File: config.mk
export PLATFORM = sky130hd
export DESIGN_NAME = fpdlink_align_ctrl
export DESIGN_NICKNAME = d
export VERILOG_FILES = /design/src/rtl/fpdlink_align_ctrl.sv
export SDC_FILE = /design/constraint.sdc
export NUM_CORES = 1
export LEC_CHECK = 0
export CORE_MARGIN = 1.5
export CORE_UTILIZATION = 50
export CTS_CLUSTER_SIZE = 20
export DETAILED_ROUTE_END_ITERATION = 16
export DONT_BUFFER_PORTS = 1
export PLACE_DENSITY = 0.67
export SLEW_MARGIN = 20
export SYNTH_ARGS = -nofsm -noshare
export SYNTH_HDL_FRONTEND = slang
export SYNTH_SLANG_ARGS = --single-unit
export TNS_END_PERCENT = 1
File: constraint.sdc
create_clock -name gclk -period 2.89 [get_ports gclk]
set_clock_uncertainty 0.15 [all_clocks]
set_input_delay 0.7225 -clock gclk [delete_from_list [all_inputs] [get_ports gclk]]
set_output_delay 0.7225 -clock gclk [all_outputs]
set_load 0.03 [all_outputs]
File: src/rtl/fpdlink_align_ctrl.sv
// FPD-Link word-alignment sequencer: IODELAY2 calibrate/reset, settle, then bitslip until the clock lane word matches.
// Optional FPDLINK_ALIGN_DCB_EN also accepts the DC-balanced clock pattern 7'b1100001.
`timescale 1ns/1ps

module fpdlink_align_lane (
  input  logic i_clk,
  input  logic i_rst,
  input  logic i_busy,
  input  logic i_cal,
  input  logic i_iod_rst,
  output logic o_busy_q,
  output logic o_cal,
  output logic o_iod_rst
);
  // One flop per lane keeps the strobes registered right next to each IODELAY2.
  always_ff @(posedge i_clk or posedge i_rst) begin
    if (i_rst) begin
      o_busy_q  <= 1'b0;
      o_cal     <= 1'b0;
      o_iod_rst <= 1'b0;
    end else begin
      o_busy_q  <= i_busy;
      o_cal     <= i_cal;
      o_iod_rst <= i_iod_rst;
    end
  end
endmodule

module fpdlink_align_ctrl #(
  parameter int LANES      = 4,
  parameter int RECAL_BITS = 12,
  parameter int MAX_SLIPS  = 14
) (
  input  logic             gclk,
  input  logic             rst,
  input  logic [LANES-1:0] iod_busy,
  input  logic [6:0]       clk_word,
  output logic [LANES-1:0] iod_cal,
  output logic [LANES-1:0] iod_rst,
  output logic             bitslip,
  output logic             aligned,
  output logic [3:0]       slip_count,
  output logic             align_err
);
  localparam int CW = (RECAL_BITS + 1 > 12) ? RECAL_BITS + 1 : 12;

  typedef enum logic [3:0] {
    ST_STARTUP, ST_CAL, ST_WAIT_BUSY, ST_WAIT_IDLE, ST_IOD_RST,
    ST_WAIT_RST, ST_SETTLE, ST_CHECK, ST_SLIP, ST_RUNNING
  } state_t;

  state_t           r_state, w_next;
  logic [CW-1:0]    r_cnt, w_cnt_inc;
  logic [LANES-1:0] w_busy_q;
  logic             w_busy_any, w_match, w_recal, w_slip_max, w_err, w_clr;
  logic [3:0]       r_slip;
  logic             r_bitslip, r_aligned, r_err;

  genvar g;
  generate
    for (g = 0; g < LANES; g++) begin : g_lane
      fpdlink_align_lane u_lane (
        .i_clk     (gclk),
        .i_rst     (rst),
        .i_busy    (iod_busy[g]),
        .i_cal     (w_next == ST_CAL),
        .i_iod_rst (w_next == ST_IOD_RST),
        .o_busy_q  (w_busy_q[g]),
        .o_cal     (iod_cal[g]),
        .o_iod_rst (iod_rst[g])
      );
    end
  endgenerate

  assign w_busy_any = |w_busy_q;
  assign w_cnt_inc  = r_cnt + 1'b1;
  // Recalibrate on the edge where the interval bit would set.
  assign w_recal    = w_cnt_inc[RECAL_BITS];
  assign w_slip_max = (r_slip == 4'(MAX_SLIPS));

`ifdef FPDLINK_ALIGN_DCB_EN
  assign w_match = (clk_word == 7'b1100011) || (clk_word == 7'b1100001);
`else
  assign w_match = (clk_word == 7'b1100011);
`endif

  always_comb begin
    w_next = r_state;
    w_err  = 1'b0;
    case (r_state)
      ST_STARTUP:   if (r_cnt >= CW'(32) && !w_busy_any) w_next = ST_CAL;
      ST_CAL:       w_next = ST_WAIT_BUSY;
      ST_WAIT_BUSY: begin
        if (w_busy_any) begin
          w_next = ST_WAIT_IDLE;
        end else if (r_cnt == CW'(63)) begin
          w_next = ST_STARTUP;
          w_err  = 1'b1;
        end
      end
      ST_WAIT_IDLE: if (!w_busy_any) w_next = ST_IOD_RST;
      ST_IOD_RST:   w_next = ST_WAIT_RST;
      ST_WAIT_RST:  if (!w_busy_any) w_next = ST_SETTLE;
      ST_SETTLE:    if (r_cnt == CW'(7)) w_next = ST_CHECK;
      ST_CHECK:     w_next = w_match ? ST_RUNNING : ST_SLIP;
      ST_SLIP: begin
        if (w_slip_max) begin
          w_next = ST_STARTUP;
          w_err  = 1'b1;
        end else begin
          w_next = ST_SETTLE;
        end
      end
      ST_RUNNING: begin
        if (w_recal)       w_next = ST_STARTUP;
        else if (!w_match) w_next = ST_SLIP;
      end
      default:      w_next = ST_STARTUP;
    endcase
  end

  // SETTLE->CHECK keeps counting so CHECK sees the settle time elapsed.
  assign w_clr = (w_next != r_state) && !(r_state == ST_SETTLE && w_next == ST_CHECK);

  always_ff @(posedge gclk or posedge rst) begin
    if (rst) begin
      r_state   <= ST_STARTUP;
      r_cnt     <= '0;
      r_slip    <= '0;
      r_bitslip <= 1'b0;
      r_aligned <= 1'b0;
      r_err     <= 1'b0;
    end else begin
      r_state   <= w_next;
      r_cnt     <= w_clr ? '0 : w_cnt_inc;
      r_bitslip <= (w_next == ST_SLIP) && !w_slip_max;
      r_aligned <= (r_state == ST_RUNNING);
      r_err     <= w_err;
      if (w_next == ST_IOD_RST)
        r_slip <= '0;
      else if (r_state == ST_SLIP && w_next == ST_SETTLE && r_slip != 4'd15)
        r_slip <= r_slip + 4'd1;
    end
  end

  assign bitslip    = r_bitslip;
  assign aligned    = r_aligned;
  assign slip_count = r_slip;
  assign align_err  = r_err;
endmodule

==> results of run 1 <==
==> registers in the layout, indices dropped and copies added, names as in the netlist <==
name	cells
r_state	4
align_err	1
g_lane.u_lane.o_cal	1
r_cnt	13
g_lane.u_lane.o_iod_rst	1
g_lane.u_lane.o_busy_q	4
aligned	1
slip_count	4
bitslip	1
==> logic make-up after synthesis <==
| group | count (synthesis) | share of synthesized area, % |
|---|---|---|
| adder cells (fa/ha/maj) | 4 | 2.99 |
| flip-flops | 30 | 44.8 |
| AO/OA/AOI/OAI | 21 | 10.2 |
| buffers and inverters | 23 | 9.04 |
| XOR/XNOR | 11 | 5.75 |
| AND/OR/NAND/NOR | 77 | 25.8 |
| multiplexers | 2 | 1.49 |
==> per-stage QoR <==
| stage | area (um^2) | utilization, % | hold slack [ps] |
|---|---|---|---|
| floorplan | 1680 | - | 310 |
| global placement | 1660 | 53.1 | 326 |
| detailed placement | 1660 | 53.1 | 336 |
| CTS | 1730 | 55.2 | 184 |
| global route | 1730 | 55.2 | 200 |
| finish | 1730 | 55.2 | 173 |
==> cells in the final DEF, fill, tap and decap left out, types with 2 or more instances in the layout <==
| cell | count |
|---|---|
| nor2_2 | 11 |
| o21ai_0 | 3 |
| nand3_1 | 11 |
| nand2_1 | 13 |
| o211ai_1 | 2 |
| nor3_1 | 5 |
| nand4_1 | 3 |
| a21oi_1 | 4 |
| xor2_1 | 6 |
| inv_1 | 9 |
| buf_4 | 6 |
| o2111ai_2 | 2 |
| or4_1 | 2 |
| nand3b_1 | 2 |
| nor4_1 | 2 |
| clkbuf_4 | 5 |
| or3_1 | 3 |
| o21ai_1 | 3 |
| dfrtp_1 | 30 |
| xnor2_1 | 5 |
| ha_1 | 4 |
| and3_1 | 3 |
| nor2_1 | 11 |
==> synthesized netlist by cell type (all sizes together), types with 2 or more instances <==
cell type,n
dfrtp,30
o2111ai,3
buf,11
nor2,22
nor3,5
ha,4
a21oi,4
inv,10
xor2,6
xnor2,5
nand4,3
o211ai,2
o21ai,6
nand3,11
nor4,2
or4,3
and3,3
or3,4
nand2,14
or2,2
nand3b,2
==> power breakdown <==
part / internal, mW / switching [mW]
clock: 0.117 / 0.158
sequential: 0.463 / 0.0921
combinational: 0.148 / 0.213
==> area by class of cell <==
class,instances,area [um^2]
Clock buffer,6,51.3
Clock inverter,2,12.5
Fill cell,290,1400
Inverter,10,37.5
Multi-Input combinational cell,115,773
Sequential cell,30,751
Tap cell,44,55.1
Timing Repair Buffer,6,45.0
==> layer usage <==
metal / vias to the layer above / wire, um
met4: 0 / 52
met2: 27 / 1460
li1: 580 / -
met1: 565 / 1360
met3: 7 / 138
met5: - / 0
==> path summary, 6_finish.rpt <==
| kind | startpoint | to | slack (ps) | cells past startpoint |
|---|---|---|---|---|
| hold reg to reg | r_cnt[0] | r_cnt[0] | 340 | 1 |
| min in group gclk | iod_busy[2] | g_lane[2].u_lane.o_busy_q | 250 | 0 |
| setup / recovery | g_lane[1].u_lane.o_busy_q | r_cnt[6] | 260 | 7 |
| max in group asynchronous | rst | r_cnt[9] | 2120 | 2 |
| setup reg to reg | g_lane[1].u_lane.o_busy_q | r_cnt[6] | 260 | 7 |
| hold / removal | rst | slip_count[2] | 170 | 2 |
==> critical path: cells and delay by family, from the launching register on <==
family | cells | cell delay [ps]
muxes | 1 | 220
DFF | 1 | 370
AOI/OAI and AO/OA | 3 | 850
and+or+nand+nor | 2 | 690
buffers and inverters | 1 | 270
==> flow_summary.yaml, run 1 <==
timing:
  worstMarginPinSlew_ps: 493
  fin_crit_ps: 2630
  fmax_ghz: 0.380
  fin_ws_ps: 258
  rsz0062_at_grt: "false"
  setup_tns_ps: 0
  slew_viol_final: 0
  relSlewSlack_pct: 67.0
  layout_worst_path_cycle_share_pct: 91.1
  setup_violations: 0
  hold_violations: 0
job:
  cap_violations: 0
synth:
  synthArstFlopShare_pct: 100
  synth.area.top_cells: "dfrtp_1 45%, nor2_2 4.1%, buf_4 3.6%"
  yosysWarnings: 0
  synth_fp_nets: 185
  yosysSeqAreaShare_pct: 44.8
  synth.avg_cell_area_um2: 9.97
  synth_area_um2: 1680
  synth_cells: 168
  synth-edff-count: 0
  netlist.area_leader.share_pct: 44.8
  ys_seq_elements: 30
  ys_dominant_reg_cell: "dfrtp_1"
  yosys.area.top_type: "dfrtp_1"
  synth_cell_types: 47
global_routing:
  met3_usage_pct: 6.40
  antenna_found_initial: 0
  grt_pass1_vias: 1108
  grt_use_met2_pct: 30.4
  grt_util_met1_pct: 26.8
  overflow: 0
  grt_max_degree: 31
  grt_usage_pct: 20.1
  grt_pass1_wl_um: 5260
  busiest_layer: "met2"
drt:
  drt_iter0_markers: 66
  vias_per_cell: 5.54
  ant_nets: 0
  wl_per_cell_um: 14.1
  num_vias: 1179
  wirelength_um: 3010
  drc: 0
  drt_first_pass_iters: 4
layout:
  diodes: 0
  drive_gt1_share_pct: 20.7
  area_growth_pct: 2.99
  final_cells: 213
  finalNetCount: 185
critical_path:
  cp_data_required_time_ps: 3010
  cp-start-kind: "flip-flop"
  cp-end-kind: "flip-flop"
  cp.arrival_ps: 2750
  worstPathMaxFanout: 7
  critical-path-slowest-cell: "or4_4"
  crit_type: "reg -> reg"
  cpPeakStageDelay_ps: 570
  path_cells: "or4_4 > a311o_1 > o22a_1 > mux2i_1 > o2111ai_2 > buf_4 > nor2_2"
clock_tree:
  cts.repair.resized: 0
  cts_root_buf: "clkbuf_4"
  cts_tree: "done"
  post_cts_buffers: 0
  htreeDepth: 2
  cts_num_sinks: 30
  clk_latency_ps: 350
  cts_buffers: 5
  clkTransAtPathRegs_ps: 110
  hold_buffers: 0
  cts_buffer_depth: 2
floorplan:
  rows: 20
  design.die.area_um2: 3710
  start_util_pct: 53.6
  ioPinCount: 28
  die_w_um: 60.9
  die_y_um: 60.9
  core_um2: 3130
pwr:
  total_power_mw: 1.19
  p_leak_nw: 0.734
  worst_ir_drop_vdd_mv: 0.417
  powerDensity_nw_per_um2: 691
placed_design:
  post-place-cells: 205
  gp_congestion: 0.823
  portBuffers: 0
  dp_slack_ps: 282
  post-dp-hpwl_um: 2180
hold_path:
  hold_class: "in -> async"
run_status:
  status: "finished, final reports clean"
Note: power is estimated with default switching activity, not from simulation.
==> inputs of run 2 (changes only) <==
--- a/config.mk
+++ b/config.mk
@@ -5,7 +5,7 @@
 export SDC_FILE = /design/constraint.sdc
 export NUM_CORES = 1
 export LEC_CHECK = 0
-export CORE_MARGIN = 1.5
+export CORE_ASPECT_RATIO = 2
 export CORE_UTILIZATION = 50
 export CTS_CLUSTER_SIZE = 20
 export DETAILED_ROUTE_END_ITERATION = 16
==> flow_summary.yaml, run 2 (synthesis gave the netlist of run 1 again) <==
layout:
  top_register: "r_cnt"
  fin_area_um2: 1720
  final_cell_mix: "30 x dfrtp_1, 13 x nand2_1, 11 x nand3_1, 11 x nor2_1, 11 x nor2_2"
  area_growth_pct: 2.69
  drive_gt1_share_pct: 19.3
  final_common_cell: "dfrtp_1"
  finalNetCount: 184
  largest_reg_flops: 13
  diodes: 0
  nFillCells: 300
critical_path:
  cpPeakStageDelay_ps: 750
  cp-start-kind: "flip-flop"
  worstPathMaxFanout: 12
  cp.arrival_ps: 2630
  path_cells: "nor4b_1 > nand2_1 > o21ai_0 > mux2i_1 > o2111ai_2 > buf_4 > nor2_2"
  cp-end-kind: "flip-flop"
  critical-path-slowest-cell: "nor4b_1"
  reg2reg_from: "r_state[0]"
  cp_data_required_time_ps: 2910
  rrSetupSlack_ps: 280
  timing.rr.end: "r_cnt[8]"
  crit_type: "reg -> reg"
  r2r_cells: 7
global_routing:
  grt_util_met1_pct: 20.7
  grt_use_met2_pct: 39.7
  grt_pass1_vias: 1318
  overflow: 0
  grt_pass1_wl_um: 5920
  met3_usage_pct: 4.98
  busiest_layer: "met2"
  antenna_found_initial: 0
  grt_usage_pct: 21.8
  grt_max_degree: 18
clock_tree:
  htreeDepth: 2
  post_cts_buffers: 0
  clkTransAtPathRegs_ps: 60
  cts_buffer_depth: 2
  cts_num_sinks: 30
  cts_tree: "done"
  cts.repair.resized: 0
  hold_buffers: 0
  cts_root_buf: "clkbuf_8"
  cts_buffers: 5
  clk_latency_ps: 280
timing:
  holdWs_ps: 201
  setup_violations: 0
  relSlewSlack_pct: 49.1
  rsz0062_at_grt: "false"
  fmax_ghz: 0.384
  setup_tns_ps: 0
  hold_violations: 0
  slew_viol_final: 0
  fin_crit_ps: 2610
  layout_worst_path_cycle_share_pct: 90.2
  worstMarginPinSlew_ps: 753
floorplan:
  die_y_um: 83.9
  rows: 29
  core_um2: 3190
  design.die.area_um2: 3600
  start_util_pct: 52.5
  die_w_um: 42.9
  ioPinCount: 28
drt:
  num_vias: 1242
  vias_per_cell: 6.30
  ant_nets: 0
  wl_per_cell_um: 17.1
  drt_first_pass_iters: 4
  drc: 0
  drt_iter0_markers: 45
  wirelength_um: 3360
pwr:
  worst_ir_drop_vdd_mv: 0.458
  total_power_mw: 1.26
  p_leak_nw: 0.738
  powerDensity_nw_per_um2: 735
hold_path:
  hold_class: "in -> async"
placed_design:
  post-dp-hpwl_um: 2560
  portBuffers: 0
  gp_congestion: 0.872
  dpl_cell_area_um2: 1640
run_status:
  status: "finished, final reports clean"
job:
  cap_violations: 0
## run 2: changes by cell type in the layout (fill, tap and decap cells not counted)
cell        before  now
clkbuf_4         5    0
clkbuf_8         1    6
buf_4            6    5
clkinv_2         1    0
clkinvlp_4       1    0
## run 2: area by class of cell
class	count	area, um^2	area share [%]
clock buffers	6	82.6	4.80
inverters	10	37.5	2.18
multi-input cells	115	773	44.9
flip-flops and latches	30	751	43.6
well taps	31	38.8	2.25
repair buffers	5	37.5	2.18
## run 2: critical path: cells and delay by family, from the launching register on
family,cells,cell delay (ps)
compound gates,2,360
simple gates,3,1050
flops,1,540
buf+inv,1,260
mux,1,140
## run 2: power breakdown
group / internal [mW] / switching (mW)
Sequential: 0.464 / 0.0974
Clock: 0.183 / 0.145
Combinational: 0.148 / 0.226
## run 2: through the flow
stage               utilization (%)  std cells  worst slack [ps]
finish                         53.9        197               283
global route                   53.9        197               115
CTS                            53.9        197               289
detailed placement             51.3        191               344
global placement               51.3        191               356
floorplan                         -        168               552
## run 2: worst max path at each step
stage	to	start	slack, ps	cells after the start
after floorplan	r_cnt[6]	r_cnt[0]	550	8
after global placement	r_cnt[6]	g_lane[1].u_lane.o_busy_q	360	7
after detailed placement	r_cnt[7]	g_lane[1].u_lane.o_busy_q	340	7
after CTS	r_cnt[7]	g_lane[1].u_lane.o_busy_q	290	7
after global routing	r_cnt[9]	r_state[0]	110	7
final	r_cnt[8]	r_state[0]	280	7
## run 2: per-layer routing
layer / wire [um] / vias to the layer above / share of wire [%]
met2: 1960 / 32 / 58
li1: - / 571 / -
met4: 148 / 0 / 4.4
met3: 117 / 15 / 3.5
met5: 0 / - / 0
met1: 1130 / 624 / 34
==> inputs of run 3 (changes only) <==
--- a/config.mk
+++ b/config.mk
@@ -6,6 +6,7 @@
 export NUM_CORES = 1
 export LEC_CHECK = 0
 export CORE_ASPECT_RATIO = 2
+export CORE_MARGIN = 2
 export CORE_UTILIZATION = 50
 export CTS_CLUSTER_SIZE = 20
 export DETAILED_ROUTE_END_ITERATION = 16
==> flow_summary.yaml, run 3 (synthesis gave the netlist of run 1 again) <==
run_status:
  status: "finished, final reports clean"
timing:
  layout_worst_path_cycle_share_pct: 91.3
  setup_violations: 0
  worstMarginPinSlew_ps: 724
  slew_viol_final: 0
  relSlewSlack_pct: 51.1
  fin_crit_ps: 2640
  fmax_ghz: 0.379
  setup_tns_ps: 0
  hold_violations: 0
  rsz0062_at_grt: "false"
critical_path:
  worstPathMaxFanout: 11
  cp-start-kind: "flip-flop"
  cp-end-kind: "flip-flop"
  cp_data_required_time_ps: 2950
  crit_type: "reg -> reg"
  cp.arrival_ps: 2700
drt:
  drc: 0
  drt_first_pass_iters: 4
  ant_nets: 0
  vias_per_cell: 6.14
  drt_iter0_markers: 28
  wirelength_um: 3320
  num_vias: 1215
  wl_per_cell_um: 16.8
layout:
  fin_area_um2: 1720
  diodes: 0
  final_common_cell: "dfrtp_1"
  final_cell_mix: "30 x dfrtp_1, 13 x nand2_1, 11 x nand3_1, 11 x nor2_1, 11 x nor2_2"
  final_core_util_pct: 53.9
  area_growth_pct: 2.76
  top_register: "r_cnt"
  finalNetCount: 183
  largest_reg_flops: 13
  drive_gt1_share_pct: 19.2
clock_tree:
  hold_buffers: 0
  cts_num_sinks: 30
  post_cts_buffers: 0
  htreeDepth: 2
  cts.repair.resized: 0
  cts_tree: "done"
  clk_latency_ps: 280
  cts_buffers: 5
  cts_root_buf: "clkbuf_8"
  cts_buffer_depth: 2
  clkTransAtPathRegs_ps: 60
pwr:
  powerDensity_nw_per_um2: 740
  p_switching_uw: 470
  swShare_pct: 36.9
  internal_power_uw: 804
  worst_ir_drop_vdd_mv: 0.552
  p_comb_share_pct: 29.5
  p_leak_nw: 0.737
  power_frac_seq_pct: 44.1
  power_frac_clock_pct: 26.5
global_routing:
  antenna_found_initial: 0
  grt_pass1_vias: 1303
  overflow: 0
  grt_max_degree: 17
  grt_usage_pct: 19.7
  grt_pass1_wl_um: 5530
floorplan:
  core_um2: 3190
  rows: 29
  design.die.area_um2: 3860
  die_y_um: 85.9
  start_util_pct: 52.5
  ioPinCount: 28
  die_w_um: 44.9
placed_design:
  post-dp-hpwl_um: 2580
  gp_congestion: 0.842
  portBuffers: 0
  dpl_cell_area_um2: 1630
job:
  cap_violations: 0
hold_path:
  hold_class: "in -> async"
==> run 3: changes by cell type in the layout (fill, tap and decap cells not counted) <==
cell | previous run | this run
buf_4 | 5 | 4
clkbuf_1 | 0 | 1
clkinv_2 | 0 | 1
==> run 3: layer usage <==
layer,wire length (um),vias to the layer above,track usage [%]
met2,1990,23,36.1
met1,1090,603,17.7
met4,135,0,12.6
met3,104,13,4.63
met5,0,-,0
li1,-,576,-
==> run 3: final cells by class <==
| type | count | area [um^2] |
|---|---|---|
| fillers | 295 | 1470 |
| multi-input cells | 115 | 773 |
| flip-flops and latches | 30 | 751 |
| clock buffers | 7 | 86.3 |
| well taps | 31 | 38.8 |
| inverters | 10 | 37.5 |
| repair buffers | 4 | 30.0 |
| clock inverters | 1 | 5.00 |
==> run 3: metrics by stage <==
| step | hold slack, ps | setup slack [ps] | std cells | power [mW] |
|---|---|---|---|---|
| detailed placement | 333 | 275 | 190 | 0.946 |
| global placement | 324 | 372 | 190 | 0.929 |
| global route | 269 | 77.7 | 198 | 1.36 |
| floorplan | 310 | 552 | 168 | 0.913 |
| CTS | 239 | 252 | 198 | 1.29 |
| finish | 217 | 252 | 198 | 1.27 |
==> run 3: power by group through the flow <==
stage | registers (mW) | logic, mW | clock network (mW)
final | 0.561 | 0.375 | 0.337
after global routing | 0.571 | 0.425 | 0.364
after detailed placement | 0.566 | 0.381 | 0
after global placement | 0.561 | 0.369 | 0
after floorplan | 0.511 | 0.402 | 0
after CTS | 0.559 | 0.383 | 0.350
==> run 3: critical path: stages, from the launching register on <==
cell       delay (ps)
dfrtp_1           400
ha_1              240
nand3_1           120
nor4_1            550
mux2_4            370
o2111ai_2         210
o2111ai_2         170
buf_4             240
nor2_1            120
==> run 3: path summary, 6_finish.rpt <==
check,to,startpoint,cells after the start,slack (ps)
max,r_cnt[2],r_cnt[0],8,250
min,align_err,rst,1,220
max reg2reg,r_cnt[2],r_cnt[0],8,250
min reg2reg,r_cnt[0],r_cnt[0],1,340
max in group asynchronous,r_cnt[10],rst,2,1760
min in group gclk,g_lane[1].u_lane.o_busy_q,iod_busy[1],0,320
